File: config.mk
export PLATFORM = sky130hd
export DESIGN_NAME = mem_access_unit
export DESIGN_NICKNAME = d
export VERILOG_FILES = /design/src/rtl/mem_access_pkg.sv /design/src/rtl/byte_lane_align.sv /design/src/rtl/mem_access_unit.sv
export SDC_FILE = /design/constraint.sdc
export NUM_CORES = 1
export LEC_CHECK = 0
export BUFFER_PORTS_ARGS = -buffer_cell sky130_fd_sc_hd__buf_2
export CORE_ASPECT_RATIO = 2
export CORE_MARGIN = 2
export CORE_UTILIZATION = 52
export DETAILED_ROUTE_END_ITERATION = 10
export PLACE_DENSITY = 0.8
export SYNTH_ARGS = -nofsm -noshare
export SYNTH_HDL_FRONTEND = slang
export SYNTH_SLANG_ARGS = --single-unit
File: constraint.sdc
create_clock -name clk -period 2.9 [get_ports clk]
set_input_delay 0.29 -clock clk [delete_from_list [all_inputs] [get_ports clk]]
set_output_delay 0.29 -clock clk [all_outputs]
set_load 0.005 [all_outputs]
File: src/rtl/mem_access_pkg.sv
// Shared encodings and the access legality check for the data-memory initiator.
package mem_access_pkg;

  localparam int NUM_LANES = 4;

  localparam logic [1:0] SZ_BYTE = 2'd0;
  localparam logic [1:0] SZ_HALF = 2'd1;
  localparam logic [1:0] SZ_WORD = 2'd2;

  typedef enum logic [1:0] {
    IDLE  = 2'd0,
    READ  = 2'd1,
    WRITE = 2'd2,
    RESP  = 2'd3
  } state_t;

  // Latched request. Only the lane bits of the address are kept; the word
  // index lives in the memAddress register.
  typedef struct packed {
    logic [1:0]  lane;
    logic        write;
    logic [1:0]  size;
    logic        sgn;
    logic [31:0] wdata;
  } req_t;

  // Misalignment, reserved size, or a word index past the end of memory.
  function automatic logic accessErr(input logic [31:0] addr,
                                     input logic [1:0]  size,
                                     input int unsigned memWords);
    logic alignErr;
    case (size)
      SZ_BYTE: alignErr = 1'b0;
      SZ_HALF: alignErr = addr[0];
      SZ_WORD: alignErr = |addr[1:0];
      default: alignErr = 1'b1;
    endcase
    return alignErr | ({2'b00, addr[31:2]} >= 32'(memWords));
  endfunction

endpackage

File: src/rtl/byte_lane_align.sv
// Little-endian lane steering: load extraction with sign/zero extension and
// sub-word merge of store data into a fetched word.
module byte_lane_align
  import mem_access_pkg::*;
(
  input  logic [31:0] word,
  input  logic [1:0]  lane,
  input  logic [1:0]  size,
  input  logic        sgn,
  input  logic [31:0] wdata,
  output logic [31:0] loadData,
  output logic [31:0] mergedWord
);

  logic [NUM_LANES-1:0][7:0] wordB;
  logic [NUM_LANES-1:0][7:0] repB;
  logic [NUM_LANES-1:0][7:0] mergedB;
  logic [NUM_LANES-1:0]      laneEn;
  logic [7:0]                selByte;
  logic [15:0]               selHalf;

  assign wordB   = word;
  assign selByte = wordB[lane];
  assign selHalf = lane[1] ? word[31:16] : word[15:0];

  always_comb begin
    loadData = word;
    case (size)
      SZ_BYTE: loadData = {{24{sgn & selByte[7]}}, selByte};
      SZ_HALF: loadData = {{16{sgn & selHalf[15]}}, selHalf};
      default: loadData = word;
    endcase
  end

  // Replicate store data across lanes so each lane just picks its own slice.
  always_comb begin
    repB = wdata;
    case (size)
      SZ_BYTE: repB = {NUM_LANES{wdata[7:0]}};
      SZ_HALF: repB = {(NUM_LANES/2){wdata[15:0]}};
      default: repB = wdata;
    endcase
  end

  for (genvar k = 0; k < NUM_LANES; k++) begin : gLane
    localparam logic [1:0] LK = 2'(k);
    assign laneEn[k]  = (size == SZ_WORD)
                      | ((size == SZ_HALF) & (lane[1] == LK[1]))
                      | ((size == SZ_BYTE) & (lane == LK));
    assign mergedB[k] = laneEn[k] ? repB[k] : wordB[k];
  end

  assign mergedWord = mergedB;

endmodule

File: src/rtl/mem_access_unit.sv
// Load/store initiator for a word-only data memory; sub-word stores are
// performed as read-modify-write through IDLE/READ/WRITE/RESP.
module mem_access_unit
  import mem_access_pkg::*;
#(
  parameter int MEM_WORDS = 8,
  parameter int SIZE_W    = 2
) (
  input  logic              clk,
  input  logic              reset,
  input  logic              reqValid,
  output logic              reqReady,
  input  logic [31:0]       reqAddr,
  input  logic              reqWrite,
  input  logic [SIZE_W-1:0] reqSize,
  input  logic              reqSigned,
  input  logic [31:0]       reqWData,
  output logic              respValid,
  output logic [31:0]       respRData,
  output logic              respErr,
  output logic [31:0]       memAddress,
  output logic [31:0]       memWriteData,
  output logic              memWrite,
  output logic              memRead,
  input  logic [31:0]       memReadData
);

  state_t      state;
  req_t        req;
  logic [1:0]  inSize;
  logic        inErr;
  logic [31:0] loadData;
  logic [31:0] mergedWord;

  assign inSize   = reqSize[1:0];
  assign inErr    = accessErr(reqAddr, inSize, MEM_WORDS);
  assign reqReady = (state == IDLE) & ~reset;

  byte_lane_align uAlign (
    .word       (memReadData),
    .lane       (req.lane),
    .size       (req.size),
    .sgn        (req.sgn),
    .wdata      (req.wdata),
    .loadData   (loadData),
    .mergedWord (mergedWord)
  );

  // Strobes and respValid are set on the edge entering their state and
  // cleared by default, so each is a single clean registered cycle.
  always_ff @(posedge clk) begin
    if (reset) begin
      state        <= IDLE;
      req          <= '0;
      respValid    <= 1'b0;
      respRData    <= '0;
      respErr      <= 1'b0;
      memAddress   <= '0;
      memWriteData <= '0;
      memWrite     <= 1'b0;
      memRead      <= 1'b0;
    end else begin
      respValid <= 1'b0;
      memRead   <= 1'b0;
      memWrite  <= 1'b0;
      case (state)
        IDLE: begin
          if (reqValid) begin
            req       <= '{lane: reqAddr[1:0], write: reqWrite, size: inSize,
                           sgn: reqSigned, wdata: reqWData};
            respRData <= '0;
            respErr   <= 1'b0;
            if (inErr) begin
              state     <= RESP;
              respValid <= 1'b1;
              respErr   <= 1'b1;
            end else begin
              memAddress <= {2'b00, reqAddr[31:2]};
              if (reqWrite && inSize == SZ_WORD) begin
                state        <= WRITE;
                memWrite     <= 1'b1;
                memWriteData <= reqWData;
              end else begin
                state   <= READ;
                memRead <= 1'b1;
              end
            end
          end
        end
        READ: begin
          if (req.write) begin
            state        <= WRITE;
            memWrite     <= 1'b1;
            memWriteData <= mergedWord;
          end else begin
            state     <= RESP;
            respValid <= 1'b1;
            respRData <= loadData;
          end
        end
        WRITE: begin
          state     <= RESP;
          respValid <= 1'b1;
        end
        RESP: begin
          state     <= IDLE;
          respRData <= '0;
          respErr   <= 1'b0;
        end
        default: state <= IDLE;
      endcase
    end
  end

endmodule

# After elaboration in Yosys (flattened, before gate mapping)

Cells that the tools add are included.

$lt $le $gt $ge: 2
Equal/unequal tests: 15
Mux-type cells: 35
Bitwise operators: 21
Reductions and logical operators: 15

Operator list:

| cell                  | count |
|---|---|
| $mux W32              | 6 |
| $pmux W32 S2          | 3 |
| $pmux W32 S3          | 1 |
| $mux W8               | 5 |
| $ge A30 B4 Y1 const B | 1 |
| $bmux W8 S2           | 1 |
| $mux W16              | 1 |
| $eq A2 B2 Y1 const B  | 6 |
| $mux W1               | 10 |
| $and A1 B1 Y1         | 9 |
| $eq A2 B1 Y1 const B  | 4 |
| $logic_not A2 Y1      | 4 |
| $ne A2 B2 Y1 const B  | 4 |
| $pmux W2 S4           | 1 |
| $or A1 B1 Y1          | 7 |
| $mux W2               | 3 |
| $pmux W1 S3           | 2 |
| $reduce_and A3 Y1     | 2 |
| $not A1 Y1            | 5 |
| $reduce_and A5 Y1     | 1 |
| $pmux W1 S2           | 2 |
| $reduce_and A2 Y1     | 2 |
| $reduce_bool A2 Y1    | 2 |
| $reduce_or A4 Y1      | 1 |
| other kinds (5)       | 5 |

Bits in registers: 138
Input bits: 103
Output and inout port bits: 101
Logic and storage cells: 101

# Logic depth before layout (Yosys ltp)

Word-level depth: 7
Mapped depth: 9
Mapped depth without buffers: 6

# Hierarchy

From an unflattened synthesis, not the netlist that was laid out.

Cell total of the unflattened synthesis: 786
Area, all modules: 6,710.2 sq um

Modules (own cells, without submodules):

| module          | instances | cells an instance | area each (sq um) |
|---|---|---|---|
| mem_access_unit | 1         | 578               | 5,370.2 |
| byte_lane_align | 1         | 208               | 1,340.0 |

# Worst setup path after synthesis

Ideal clock, no wire load.

Path kind: input -> register
Start point: input reqAddr[5]
End point: register memWriteData[10]
Library setup time: 121 ps
Arrival: 1,895 ps
Data required time: 2,779 ps
Slack: 884 ps
Cell stages on the path: 6
Path buffers: 1
Cell sequence: nor4b_1 or4_4 nor4_4 a41oi_2 buf_4 mux2_4

Word-level cells in the longest chain between the ends: 4

RTL lines:

| item                               | line                  | RTL |
|---|---|---|
| from (decl)                        | mem_access_unit.sv:13 | `input logic [31:0] reqAddr,` |
| $ge A30 B4 Y1                      | mem_access_pkg.sv:38  | `return alignErr \| ({2'b00, addr[31:2]} >= 32'(memWords));` |
| $or A1 B1 Y1                       | mem_access_pkg.sv:38  |  |
| $ne A2 B2 Y1 (no source line)      | -                     |  |
| $reduce_and A5 Y1 (no source line) | -                     |  |
| to (signal assigned)               | mem_access_unit.sv:82 | `memWriteData <= reqWData;` |
| to (signal assigned)               | mem_access_unit.sv:94 | `memWriteData <= mergedWord;` |
| to (decl)                          | mem_access_unit.sv:22 | `output logic [31:0] memWriteData,` |

Every way passes these cells.
A chain may end at the register's enable or synchronous reset.

# Final worst setup path

Start point: register state[1]
End point: register memWriteData[9]

Word-level cells in the longest chain between the ends: 3
Elaborated cells on any way between the ends: 9

RTL lines:

| item                                                        | line                  | RTL |
|---|---|---|
| from (decl)                                                 | mem_access_unit.sv:28 | `state_t state;` |
| from (signal assigned)                                      | mem_access_unit.sv:53 | `state <= IDLE;` |
| from (signal assigned)                                      | mem_access_unit.sv:74 | `state <= RESP;` |
| from (signal assigned)                                      | mem_access_unit.sv:80 | `state <= WRITE;` |
| $eq A2 B1 Y1 / $logic_not A2 Y1 (equally long branches)     | mem_access_unit.sv:66 | `case (state)` |
| $ne A2 B2 Y1 (no source line), or another cell as far along | -                     |  |
| $reduce_and A5 Y1 (no source line)                          | -                     |  |

Several ways; a longest one is shown, not always the timed one.

==> impl_metrics.env <==
export IMPL_core_region_area_um2=12600
export IMPL_fp_dieW_um=84.1
export IMPL_ys_seq_elements=138
export IMPL_number_of_synthesis_warnings=0
export IMPL_finalMaxSlewViolations=0
export IMPL_pwr_share_clk=0.351
export IMPL_rsz0062_at_grt="false"
export IMPL_preCtsSetupSlack_ps=528
export IMPL_holdWs_ps=111
export IMPL_port_buffers=201
export IMPL_rd_place_congestion=0.964
export IMPL_die_height_um=164
export IMPL_mostFrequentLayoutCells="200 x buf_2, 137 x dfxtp_1, 107 x nand2_1"
export IMPL_crit_arrival_ps=2750
export IMPL_mostFrequentLayoutCell="buf_2"
export IMPL_vias_cell=5.69
export IMPL_antenna_found_initial=1
export IMPL_edff_count_synth=0
export IMPL_wl_per_cell_um=17.5
export IMPL_postSynthCellCount=790
export IMPL_finalNetCount=1069
export IMPL_synthArstFlopShare=0
export IMPL_detail_route_iter0_violations=487
export IMPL_dp_final_hpwl_um=14700
export IMPL_timing_critical_path_cells="inv_1 -> ha_2 -> buf_4 -> o21ai_0 -> a41oi_4 -> buf_4 -> mux2_2"
export IMPL_post_route_min_period_ps=2450
export IMPL_power_share_combinational=0.289
export IMPL_number_of_buffers_added_for_setup_after_cts=0
export IMPL_grt_overflow=0
export IMPL_numCtsBuffers=17
export IMPL_grt_first_pass_wirelength_um=30200
export IMPL_critical_path_most_common_cell="buf_4"
export IMPL_n_fill_cell=1062
export IMPL_mappedNetlistArea_um2=6680
export IMPL_seq_power_share=0.360
export IMPL_startpoint_type="register"
export IMPL_power_internal_mw=3.99
export IMPL_timing_final_hold_violations=0
export IMPL_dpl_cell_area_um2=7770
export IMPL_crit_type="register to register"
export IMPL_io_pin_count=204
export IMPL_outcome="finished clean"
export IMPL_grt_max_degree=51
export IMPL_setup_violations_final=0
export IMPL_cts_tree="built"
export IMPL_yosysSeqAreaShare=0.414
export IMPL_post_cts_hold_buffer_count=0
export IMPL_timing_slew_headroom=0.446
export IMPL_crit_slowest_cell="buf_4"
export IMPL_row_count=58
export IMPL_crit_buf_inv=3
export IMPL_via_count_of_the_first_global_routing_pass=6057
export IMPL_power_leakage_nw=3.83
export IMPL_max_clock_freq_mhz=409
export IMPL_number_of_resized_instances_in_the_post_cts_repair_step=0
export IMPL_detail_route_drc_violations=0
export IMPL_yosys_most_used_dff="dfxtp_1"
export IMPL_critPathCaptureType="register"
export IMPL_clock_root_buffer="clkbuf_16"
export IMPL_worstPathRequired_ps=3200
export IMPL_timing_critical_path_slowest_cell_delay_ps=480
export IMPL_area_growth_syn_to_layout_pct=25.2
export IMPL_power_per_cell_area_nw_per_um2=731
export IMPL_switchingPower_mw=2.12
export IMPL_detail_route_first_pass_iterations=7
export IMPL_post_layout_total_power_mw=6.11
export IMPL_postLayoutSetupSlackWorst_ps=454
export IMPL_cts_buffer_depth=2
export IMPL_synth_distinct_cells=49
export IMPL_type_of_the_most_critical_hold_path="input port to register"
export IMPL_dr_total_vias=6411
export IMPL_drv_cap=0
export IMPL_avgSynthCellArea_um2=8.45
export IMPL_worst_ir_drop_vdd_v=0.000525
export IMPL_worst_pin_slew_ps=828
export IMPL_post_route_cell_area_um2=8360
export IMPL_setup_tns_final_ps=0
export IMPL_post_route_period_util=0.844
export IMPL_start_util=0.532
export IMPL_worstSkewPairLatency_ps=420
export IMPL_drive_above_1_share=0.287
export IMPL_max_fo_critical_path=36
export IMPL_drt_wl_total_um=19700
export IMPL_h_tree_depth=4
export IMPL_worst_setup_hold_path_clk_slew_ps=60
export IMPL_number_of_sinks_handled_by_clock_tree_synthesis=138
export IMPL_final_setup_skew_ps=9.14
export IMPL_die_area_um2=13800
export IMPL_grt_usage=0.278
export IMPL_switching_share=0.347
export IMPL_critical_path_top_delay_family="buffers and inverters"
export IMPL_number_of_nets_with_antenna_violations_after_routing=0
[worst paths after layout]
path                              startpoint              end  slack, ps  cells after the start
worst max-delay path                state[1]  memWriteData[9]        450                      7
worst min-delay path               reqSigned          req[32]        110                      3
worst max register to register      state[1]  memWriteData[9]        450                      7
worst min register to register  respRData[0]     respRData[0]        450                      2
[through the flow]
stage,cells,util
detailed placement,1093,0.619
global route,1126,0.666
floorplan,791,-
finish,1126,0.666
global placement,1093,0.619
CTS,1125,0.666
[area by class of cell]
cell class / count / area, um2 / area share
clock buffer: 19 / 443 / 0.0530
antenna: 1 / 2.50 / 0.000299
multi-input combinational: 572 / 3610 / 0.432
inverter: 15 / 56.3 / 0.00674
tap: 150 / 188 / 0.0225
timing repair buffer: 218 / 1150 / 0.137
sequential: 138 / 2760 / 0.331
clock inverter: 13 / 145 / 0.0174
[worst register-to-register path: cells and delay by family (launching register included)]
| family | cells | cell delay [ps] |
|---|---|---|
| muxes | 1 | 430 |
| DFF | 1 | 340 |
| adders and majority gates | 1 | 210 |
| buffers and inverters | 3 | 920 |
| AOI/OAI and AO/OA | 2 | 430 |
[cell families after synthesis]
family                   synth area share
AO/OA/AOI/OAI                       0.186
adder cells (fa/ha/maj)           0.00750
buffers and inverters              0.0489
flip-flops                          0.414
multiplexers                        0.114
other                            0.000562
AND/OR/NAND/NOR                     0.229
[state kept, by name (all words and copies together), names as in the netlist]
name / cells
req: 38
memWriteData: 32
respRData: 32
memAddress: 30
state: 2
memRead: 1
memWrite: 1
respErr: 1
respValid: 1
[synthesized netlist by cell type, drive strengths merged (2+ instances only)]
| library cell | number | share of area |
|---|---|---|
| a211o | 17 | 0.022 |
| a21bo | 3 | 0.0045 |
| a21o | 2 | 0.0022 |
| a21oi | 50 | 0.037 |
| a221o | 7 | 0.010 |
| a221oi | 8 | 0.010 |
| a22o | 7 | 0.0092 |
| a22oi | 14 | 0.016 |
| a31oi | 8 | 0.0075 |
| a32oi | 17 | 0.022 |
| and2 | 29 | 0.027 |
| buf | 12 | 0.010 |
| clkbuf | 54 | 0.030 |
| dfxtp | 138 | 0.41 |
| ha | 4 | 0.0075 |
| inv | 14 | 0.0079 |
| mux2 | 18 | 0.038 |
| mux2i | 48 | 0.072 |
| nand2 | 107 | 0.060 |
| nand2b | 46 | 0.043 |
| nand3 | 30 | 0.022 |
| nor2 | 57 | 0.032 |
| nor2b | 20 | 0.019 |
| nor3 | 10 | 0.0075 |
| nor4 | 7 | 0.0088 |
| o21a | 2 | 0.0022 |
| o21ai | 44 | 0.033 |
[power groups by stage]
stage | sequential, mW | clock, mW | combinational (mW)
global route | 2.21 | 2.23 | 1.93
floorplan | 2.18 | 0 | 1.25
detailed placement | 2.23 | 0 | 1.73
CTS | 2.19 | 2.16 | 1.75
global placement | 2.22 | 0 | 1.70
finish | 2.20 | 2.14 | 1.77
[layer usage]
metal,vias up,part of all wire,track usage
met4,0,0.043,0.155
li1,3103,-,-
met2,283,0.52,0.496
met3,55,0.062,0.0533
met5,-,0,0
met1,2970,0.37,0.304
Power figures use the tool's default switching activity.
